--- config.mk ---
export PLATFORM = sky130hd
export DESIGN_NAME = if_stage
export DESIGN_NICKNAME = d
export VERILOG_FILES = /design/src/rtl/if_pkg.sv /design/src/rtl/if_skid_buf.sv /design/src/rtl/if_stage.sv
export SDC_FILE = /design/constraint.sdc
export NUM_CORES = 1
export LEC_CHECK = 0
export BUFFER_PORTS_ARGS = -buffer_cell sky130_fd_sc_hd__buf_2
export CORE_ASPECT_RATIO = 2
export CORE_UTILIZATION = 51
export DETAILED_ROUTE_END_ITERATION = 8
export PLACE_DENSITY_LB_ADDON = 0.3
export SYNTH_ARGS = -nofsm -noshare
export SYNTH_HDL_FRONTEND = slang
export SYNTH_SLANG_ARGS = --single-unit
--- constraint.sdc ---
create_clock -name clk -period 2.3 [get_ports clk]
set_input_delay 0.46 -clock clk [delete_from_list [all_inputs] [get_ports clk]]
set_output_delay 0.46 -clock clk [all_outputs]
set_load 0.005 [all_outputs]
--- src/rtl/if_pkg.sv ---
// Shared definitions for the instruction-fetch stage: FSM encoding,
// the {ir, npc} payload carried through the skid buffer, and PC helpers.
package if_pkg;

    localparam int unsigned XLEN = 32;

    localparam logic [XLEN-1:0] NOP_INSN = 32'h0000_0000;
    localparam logic [XLEN-1:0] PC_STEP  = 32'd4;

    typedef enum logic [1:0] {
        S_IDLE  = 2'd0,
        S_FETCH = 2'd1,
        S_SKID  = 2'd2,
        S_DRAIN = 2'd3
    } if_state_e;

    typedef struct packed {
        logic [XLEN-1:0] ir;
        logic [XLEN-1:0] npc;
    } fetch_t;

    // Force word alignment of a redirect target.
    function automatic logic [XLEN-1:0] align_pc(input logic [XLEN-1:0] a);
        return a & ~(XLEN'(3));
    endfunction

endpackage

--- src/rtl/if_skid_buf.sv ---
// One-entry holding buffer for a fetched {ir, npc} pair.
// Ports:
//   clk, rst_n  - clock, async active-low reset
//   load_i      - capture data_i (entry becomes valid)
//   unload_i    - entry consumed (entry becomes empty)
//   flush_i     - drop the entry without consuming it
//   data_i      - payload to capture
//   data_o      - stored payload
//   valid_o     - entry holds a live instruction
module if_skid_buf
    import if_pkg::*;
(
    input  logic   clk,
    input  logic   rst_n,
    input  logic   load_i,
    input  logic   unload_i,
    input  logic   flush_i,
    input  fetch_t data_i,
    output fetch_t data_o,
    output logic   valid_o
);

    fetch_t data_q, data_d;
    logic   valid_q, valid_d;

    // Next-state: flush and unload both empty the entry; load wins over neither.
    always_comb begin
        data_d  = data_q;
        valid_d = valid_q;
        if (flush_i || unload_i) begin
            valid_d = 1'b0;
        end else if (load_i) begin
            data_d  = data_i;
            valid_d = 1'b1;
        end
    end

    always_ff @(posedge clk or negedge rst_n) begin
        if (!rst_n) begin
            data_q  <= '0;
            valid_q <= 1'b0;
        end else begin
            data_q  <= data_d;
            valid_q <= valid_d;
        end
    end

    assign data_o  = data_q;
    assign valid_o = valid_q;

endmodule

--- src/rtl/if_stage.sv ---
// Instruction-fetch stage: owns the PC, issues one-outstanding fetches over
// a req/ack handshake and presents ir_if/npc_if/valid_if to IF/ID.
// Ports:
//   clk, rst_n            - clock, async active-low reset
//   stall                 - decode cannot accept; hold outputs
//   br_taken, br_target   - redirect pulse and target (bits [1:0] ignored)
//   imem_req, imem_addr   - fetch request / address (stable until ack)
//   imem_ack, imem_rdata  - fetch completion and instruction word
//   ir_if, npc_if         - fetched instruction and its PC + 4
//   valid_if              - ir_if/npc_if carry a real instruction
module if_stage
    import if_pkg::*;
#(
    parameter logic [XLEN-1:0] RESET_PC = 32'h0000_0000,
    parameter logic [XLEN-1:0] NOP      = NOP_INSN
) (
    input  logic            clk,
    input  logic            rst_n,
    input  logic            stall,
    input  logic            br_taken,
    input  logic [XLEN-1:0] br_target,
    output logic            imem_req,
    output logic [XLEN-1:0] imem_addr,
    input  logic            imem_ack,
    input  logic [XLEN-1:0] imem_rdata,
    output logic [XLEN-1:0] ir_if,
    output logic [XLEN-1:0] npc_if,
    output logic            valid_if
);

    if_state_e       state_q, state_d;
    logic [XLEN-1:0] pc_q, pc_d;
    logic [XLEN-1:0] tgt_q, tgt_d;
    logic [XLEN-1:0] ir_q, ir_d;
    logic [XLEN-1:0] npc_q, npc_d;
    logic            valid_q, valid_d;
    logic            req_q, req_d;

    logic            skid_load, skid_unload, skid_flush;
    logic            skid_valid;
    fetch_t          skid_in, skid_out;

    logic [XLEN-1:0] pc_inc;
    logic [XLEN-1:0] br_pc;
    logic            consume;

    assign pc_inc  = pc_q + PC_STEP;
    assign br_pc   = align_pc(br_target);
    assign consume = valid_q & ~stall;
    assign skid_in = '{ir: imem_rdata, npc: pc_inc};

    if_skid_buf u_skid (
        .clk      (clk),
        .rst_n    (rst_n),
        .load_i   (skid_load),
        .unload_i (skid_unload),
        .flush_i  (skid_flush),
        .data_i   (skid_in),
        .data_o   (skid_out),
        .valid_o  (skid_valid)
    );

    // Next-state and output logic.
    always_comb begin
        state_d     = state_q;
        pc_d        = pc_q;
        tgt_d       = tgt_q;
        ir_d        = ir_q;
        npc_d       = npc_q;
        valid_d     = valid_q;
        skid_load   = 1'b0;
        skid_unload = 1'b0;
        skid_flush  = 1'b0;

        case (state_q)
            S_IDLE: begin
                state_d = S_FETCH;
            end

            S_FETCH: begin
                if (br_taken) begin
                    valid_d = 1'b0;
                    ir_d    = NOP;
                    if (imem_ack) begin
                        pc_d = br_pc;
                    end else begin
                        // Request must stay stable: wait for its ack in DRAIN.
                        tgt_d   = br_pc;
                        state_d = S_DRAIN;
                    end
                end else if (imem_ack) begin
                    pc_d = pc_inc;
                    if (!valid_q || !stall) begin
                        ir_d    = imem_rdata;
                        npc_d   = pc_inc;
                        valid_d = 1'b1;
                    end else begin
                        skid_load = 1'b1;
                        state_d   = S_SKID;
                    end
                end else if (consume) begin
                    valid_d = 1'b0;
                    ir_d    = NOP;
                end
            end

            S_SKID: begin
                if (br_taken) begin
                    valid_d    = 1'b0;
                    ir_d       = NOP;
                    skid_flush = 1'b1;
                    pc_d       = br_pc;
                    state_d    = S_FETCH;
                end else if (!stall) begin
                    ir_d        = skid_out.ir;
                    npc_d       = skid_out.npc;
                    valid_d     = skid_valid;
                    skid_unload = 1'b1;
                    state_d     = S_FETCH;
                end
            end

            S_DRAIN: begin
                if (br_taken) begin
                    tgt_d = br_pc;
                end
                if (imem_ack) begin
                    pc_d    = br_taken ? br_pc : tgt_q;
                    state_d = S_FETCH;
                end
            end

            default: begin
                state_d = S_IDLE;
            end
        endcase

        req_d = (state_d == S_FETCH) || (state_d == S_DRAIN);
    end

    always_ff @(posedge clk or negedge rst_n) begin
        if (!rst_n) begin
            state_q <= S_IDLE;
            pc_q    <= RESET_PC;
            tgt_q   <= '0;
            ir_q    <= NOP;
            npc_q   <= '0;
            valid_q <= 1'b0;
            req_q   <= 1'b0;
        end else begin
            state_q <= state_d;
            pc_q    <= pc_d;
            tgt_q   <= tgt_d;
            ir_q    <= ir_d;
            npc_q   <= npc_d;
            valid_q <= valid_d;
            req_q   <= req_d;
        end
    end

    assign imem_req  = req_q;
    assign imem_addr = pc_q;
    assign ir_if     = ir_q;
    assign npc_if    = npc_q;
    assign valid_if  = valid_q;

endmodule

==> results.md, run 1 <==
* CTS tree: yes
* Remaining global-route overflow at 0
* CP required at 2.61 ns
* Register area share after synthesis at 52.5%
* RR Startpoint: imem_addr[13]
* CP max stage delay at 0.78 ns
* FF+latch count, synth at 196
* Crit-path max FO at 6
* Power Density at 1460 mW/mm2
* First-pass GRT wire length at 43300 um
* Failing checks: DRC
* Die H at 193 um
* Die Outline Area at 0.0189 mm2
* Hold Violations, Final at 0
* Clk_lat worst skew at 0.43 ns
* Hold path start: imem_rdata[21]
* CTS clk-pin slew, worst paths at 0.07 ns
* Clock Skews at 0.0114 ns
* Flop-to-flop setup slack at 0.06 ns
* Drt drc at 16
* Maxcap violations at 0
* RSZ-0062 raised after global routing: no
* Synth cell types at 61
* Clock buffer count from CTS at 17
* Worst Tran Pin Value at 0.545 ns
* Ranking of synthesized cells by area: dfrtp_1 53%, nand2_1 9.0%, o21ai_0 6.0%
* Post-synth ARST share at 100%
* Reg-to-reg endpoint: npc_if[22]
* DR WL/cell at 19.0 um
* Setup TNS Final at 0 ns
* P&R area growth vs syn at 22.7%
* Syn Std Cell Area at 0.00934 mm2
* Critical path type: flop to flop
* Hold/Removal Path Class: input pin to flop
* All-layer global routing usage at 29.5%
* Fillcell total at 1540
* Final Core Density at 64.1%
* EDFF count, synth at 0
* Tmin final at 2.24 ns
* Row count at 69
* Arr. time, crit path at 2.55 ns
* Leak Pwr at 5.38 nW
* CP delay by family, top: simple AND/OR/NAND/NOR gates
* PortBufs at 164
* Worst Hold End: u_skid.data_o[53]
* Outcome: complete, but fails checks
* Clk sinks at 196
* Buf/Inv on CP at 0
* Gate count after technology mapping at 985
* Vias after detailed routing at 8282
* Fin cells at 1395
* Vias in the first global route at 8396
* Max IR drop VDD at 0.000701 V
* Die width at 97.7 um
* Synth Net Count at 1059
* CTS Buffer Depth at 2
* Main flop type after synthesis: dfrtp_1
* Cell Chain, Critical Path: nand3_2, or4_2, o31a_1, o311ai_1, nand2_1
* Routed vias/inst at 5.94
* Hold Path Stages at 3
* Ys Warns at 0
* Largest net degree at the start of global routing at 67
* Final Total Pwr at 0.0167 W
* Synth top area share at 52.5%
* Max-slew violation count at 0
* CTS root buf: clkbuf_16
* Total core area at 0.0179 mm2
* Routed Antenna Nets at 0
* WP depth at 5
* Final WL at 26500 um
* Top-count cell post-synth: nand2_1
* Syn_area_per_cell at 9.48 um2
* Worst rel slew slack at 62.8%
* Io pins at 167
* Leading area contributor after synthesis: dfrtp_1
* DRT Pass-1 Iters at 7
* Final setup violation count at 0
* Nets at 1243
* CP max stage cell: or4_2
* H-tree lvl count at 4
* Critical path launch point type: flop
* Share of cells above drive strength 1 at 27.5%
* Post-synth top cells: 224 x nand2_1, 196 x dfrtp_1, 111 x o21ai_0
* Initial Util at 52.2%
* Critical Path Sink Type: flop
* # placed instances at 1362
* F_max at 0.446 GHz
* Period utilisation layout at 97.4%
* Worst reg-to-reg path cell count at 5
* RD Place Congestion at 0.949
* Initial DRC Count at 524
* Post-DP HPWL at 19200 um
* Initial antenna violation count at 2
cells by family (layout without fill, tap and decap cells):
| group | count (synthesis) | after routing | synth area share [%] |
|---|---|---|---|
| and+or+nand+nor | 366 | 366 | 17.4 |
| DFF | 196 | 196 | 52.5 |
| buffers and inverters | 83 | 279 | 3.70 |
| adders and majority gates | 5 | 5 | 0.670 |
| muxes | 45 | 45 | 5.37 |
| xor gates and xnor gates | 24 | 24 | 2.25 |
| other | 0 | 1 | 0 |
| AOI/OAI and AO/OA | 266 | 266 | 18.1 |
tightest hold or removal path: stages:
cell	delay (ns)
buf_2	0.08
nand2_1	0.04
nand2_1	0.04
worst max-delay path by stage:
| stage | slack (ns) | to | start |
|---|---|---|---|
| 2_1_floorplan | 0.02 | imem_addr[22] | state_q[0] |
| 3_3_place_gp | 0.10 | imem_addr[15] | state_q[0] |
| 3_5_place_dp | 0.08 | npc_if[22] | imem_addr[13] |
| 4_1_cts | 0.06 | npc_if[22] | imem_addr[13] |
| 5_1_grt | 0.005 | imem_addr[30] | state_q[0] |
| 6_report | 0.06 | npc_if[22] | imem_addr[13] |
stage by stage:
step	setup slack (ns)	hold WS, ns	cell area (um2)
floorplan	0.0155	0.164	9340
global placement	0.102	0.436	10900
detailed placement	0.0804	0.437	10900
CTS	0.0648	0.210	11400
global route	0.00468	0.213	11500
finish	0.0589	0.227	11500
state kept, by name, summed over array words and instances (netlist names):
| name | count |
|---|---|
| imem_addr | 32 |
| ir_if | 32 |
| npc_if | 32 |
| state_q | 2 |
| tgt_q | 32 |
| u_skid.data_o | 64 |
| u_skid.valid_o | 1 |
| valid_if | 1 |
layer usage:
metal  part of all wire (%)  track usage, %  wire (um)  vias to the layer above
li1                       -               -          -                     3855
met1                     36            31.9       9510                     4048
met2                     54            52.9      14300                      294
met3                    4.5            5.13       1200                       83
met4                    5.3            18.3       1400                        2
met5                  0.038               0         10                        -
cell type report:
| cell class | instances | area, um2 | share of cell area [%] |
|---|---|---|---|
| Sequential cell | 196 | 4910 | 42.8 |
| Multi-Input combinational cell | 706 | 4120 | 36.0 |
| Timing Repair Buffer | 239 | 1560 | 13.6 |
| Clock buffer | 18 | 439 | 3.83 |
| Tap cell | 213 | 267 | 2.33 |
| Clock inverter | 13 | 124 | 1.08 |
| Inverter | 9 | 37.5 | 0.328 |
| Antenna cell | 1 | 2.50 | 0.0218 |
repair_timing:
item,4_1_cts,5_1_grt
setup buffers,0,0
endpoints found under the setup margin,0,10
endpoints found under the hold margin,41,0
hold buffers,1,0
gates resized for setup,0,7
report_power, final:
group          internal, W  switching [W]
logic              0.00340        0.00435
registers          0.00503       0.000992
clock network      0.00153        0.00137
total              0.00997        0.00671
layout by cell type, fill, tap and decap left out, types with 9 or more instances in the layout:
master / Yosys / final
nand2_1: 224 / 224
dfrtp_1: 196 / 195
buf_2: 4 / 163
o21ai_0: 111 / 111
buf_4: 3 / 60
a22oi_1: 38 / 38
mux2_2: 37 / 37
nor2_1: 36 / 33
a21oi_1: 32 / 32
nand3_1: 27 / 27
o211ai_1: 17 / 17
clkbuf_16: 0 / 17
xnor2_1: 14 / 14
buf_12: 0 / 13
and3_1: 11 / 11
nand4_1: 10 / 10
xor2_1: 10 / 10
nor3_1: 10 / 9
a31oi_1: 9 / 9
Note: power is estimated with default switching activity, not from simulation.
==> inputs of run 2 (changes only) <==
CORE_MARGIN = 4   (was unset)
PLACE_DENSITY = 0.77   (was unset)
PLACE_DENSITY_LB_ADDON = unset   (was 0.3)
==> results.md, run 2 (synthesized netlist as in run 1, its figures left out) <==
* Met3 GRT Util at 4.46% (-0.67 points)
* Die H at 199 um (+3.1%)
* Fin Hold WS at -0.000474 ns (-0.228 ns)
* Arr. time, crit path at 2.56 ns (about the same)
* Placed Area at 0.0108 mm2 (-0.48%)
* Final instance area at 0.0114 mm2 (-0.35%)
* DR WL/cell at 19.4 um (+2.2%)
* Multi-input gate area at 0.00412 mm2 (-0.15%)
* Final setup violation count at 0 (unchanged)
* Vias after detailed routing at 8241 (-0.50%)
* Maxcap violations at 0 (unchanged)
* Busiest grt layer: met2
* Max IR drop VDD at 0.000745 V (+6.2%)
* Share of cells above drive strength 1 at 27.2% (-0.29 points)
* RD Place Congestion at 0.913 (-3.8%)
* Initial Util at 52.2% (unchanged)
* # resized after CTS at 0 (unchanged)
* Post-DP HPWL at 19400 um (+1.2%)
* CTS clk-pin slew, worst paths at 0.08 ns (about the same)
* Hold Violations, Final at 2 (+2)
* Row count at 69 (unchanged)
* First-pass GRT wire length at 43900 um (+1.3%)
* Outcome: complete, but fails checks
* Final worst slack at 0.0857 ns (+0.0268 ns)
* Leak Pwr at 5.38 nW (about the same)
* Largest net degree at the start of global routing at 95 (+42%)
* Clk sinks at 196 (unchanged)
* Max reg flops at 64 (unchanged)
* Io pins at 167 (unchanged)
* Commonest non-fill, non-tap cell in the layout: nand2_1
* Cell Chain, Critical Path: inv_1, ha_4, or2_2, or4_1, buf_4, o21ai_0
* RR Startpoint: state_q[0]
* Clk_lat worst skew at 0.44 ns (about the same)
* Worst reg-to-reg path cell count at 6 (+1)
* RSZ-0062 raised after global routing: no
* Post-CTS setup buffer count at 0 (unchanged)
* Nets at 1240 (-0.24%)
* Routed Antenna Nets at 0 (unchanged)
* Power Density at 1470 mW/mm2 (+1.0%)
* Vias in the first global route at 8588 (+2.3%)
* CP delay by family, top: simple AND/OR/NAND/NOR gates
* Critical path type: flop to flop
* CP max stage cell: or4_1
* Initial DRC Count at 420 (-20%)
* CP max stage delay at 0.62 ns (-0.16 ns)
* Clock buffer count from CTS at 17 (unchanged)
* Most frequent cells in the layout: 224 x nand2_1, 194 x dfrtp_1, 163 x buf_2
* Die width at 104 um (+6.1%)
* CP required at 2.65 ns (+0.04 ns)
* Setup WS pre-CTS at 0.0831 ns (+0.00271 ns)
* Flop-to-flop setup slack at 0.09 ns (+0.03 ns)
* PortBufs at 164 (unchanged)
* Worst Tran Pin Value at 0.603 ns (+0.0579 ns)
* Reg-to-reg endpoint: imem_addr[22]
* Area occupied by registers at 0.00491 mm2 (about the same)
* Ant diodes at 0 (-1)
* Tmin final at 2.21 ns (-0.0268 ns)
* Final Core Density at 63.9% (-0.22 points)
* F_max at 0.452 GHz (+1.2%)
* CTS Hold Buffers Added at 0 (-1)
* Routed vias/inst at 5.92 (-0.28%)
* Critical Path Sink Type: flop
* M2 GR Usage at 49.3% (-3.6 points)
* Max-slew violation count at 0 (unchanged)
* Crit-path max FO at 10 (+4)
* Fillcell total at 1520 (-1.3%)
* DRT Pass-1 Iters at 5 (-2)
* Hold/Removal Path Class: input pin to async pin
* Period utilisation layout at 96.3% (-1.2 points)
* All-layer global routing usage at 26.8% (-2.7 points)
* CTS root buf: clkbuf_16
* Clock Skews at 0.0110 ns (-0.000341 ns)
* Buf/Inv on CP at 2 (+2)
* Met1 Track Usage GR at 28.8% (-3.1 points)
* Worst rel slew slack at 59.7% (-3.0 points)
* Die Outline Area at 0.0207 mm2 (+9.4%)
* Remaining global-route overflow at 0 (unchanged)
* CTS Buffer Depth at 2 (unchanged)
* WP depth at 6 (+1)
* H-tree lvl count at 4 (unchanged)
* P&R area growth vs syn at 22.3%
* Drt drc at 0 (-16)
* Initial antenna violation count at 3 (+1)
* Total core area at 0.0179 mm2 (unchanged)
* Setup TNS Final at 0 ns (unchanged)
* Critical path launch point type: flop
* Failing checks: hold timing
* CTS tree: yes
* Final WL at 27000 um (+2.0%)
-- run 2: cell count changes in the layout (fill, tap and decap cells not counted), moves of 3 or more --
cell        before  now
buf_12          13   10
clkinvlp_4       6    1
clkinv_4         0    3
inv_8            1    4
-- run 2: worst max-delay path by stage --
stage / to / startpoint
finish: imem_addr[22] / state_q[0]
global placement: imem_addr[0] / state_q[0]
detailed placement: imem_addr[22] / state_q[0]
CTS: imem_addr[22] / state_q[0]
floorplan: imem_addr[22] / state_q[0]
global route: imem_addr[21] / state_q[0]
-- run 2: worst register-to-register path, cell delays in order (launching register included) --
cell and delay (ns):
dfrtp_2 0.45, inv_1 0.13, ha_4 0.22, or2_2 0.29, or4_1 0.62, buf_4 0.24, o21ai_0 0.17
-- run 2: report_power, final --
part,internal [W],leakage [nW],switching [W],total (W)
clock network,0.00160,0.292,0.00140,0.00300
logic,0.00339,2.60,0.00435,0.00774
registers,0.00503,2.49,0.00101,0.00604
total,0.0100,5.38,0.00676,0.0168
-- run 2: routing by layer --
layer  up-vias  part of all wire [%]  wire length [um]
met5         -                  0.10                28
met4         6                   5.6              1510
met3        93                   5.1              1380
met2       297                    53             14400
met1      3990                    36              9630
li1       3855                     -                 -
-- run 2: per-stage QoR --
| stage | instances | total power [W] |
|---|---|---|
| final | 1392 | 0.0168 |
| after floorplan | 985 | 0.0104 |
| after detailed placement | 1360 | 0.0138 |
| after global placement | 1360 | 0.0135 |
| after CTS | 1392 | 0.0168 |
| after global routing | 1392 | 0.0180 |
-- run 2: area by class of cell --
type                       instances  area share (%)
clock buffer                      19            3.97
clock inverter                    13            1.23
inverter                           9           0.296
multi-input combinational        706            36.0
sequential                       196            43.0
tap                              213            2.33
timing repair buffer             236            13.2
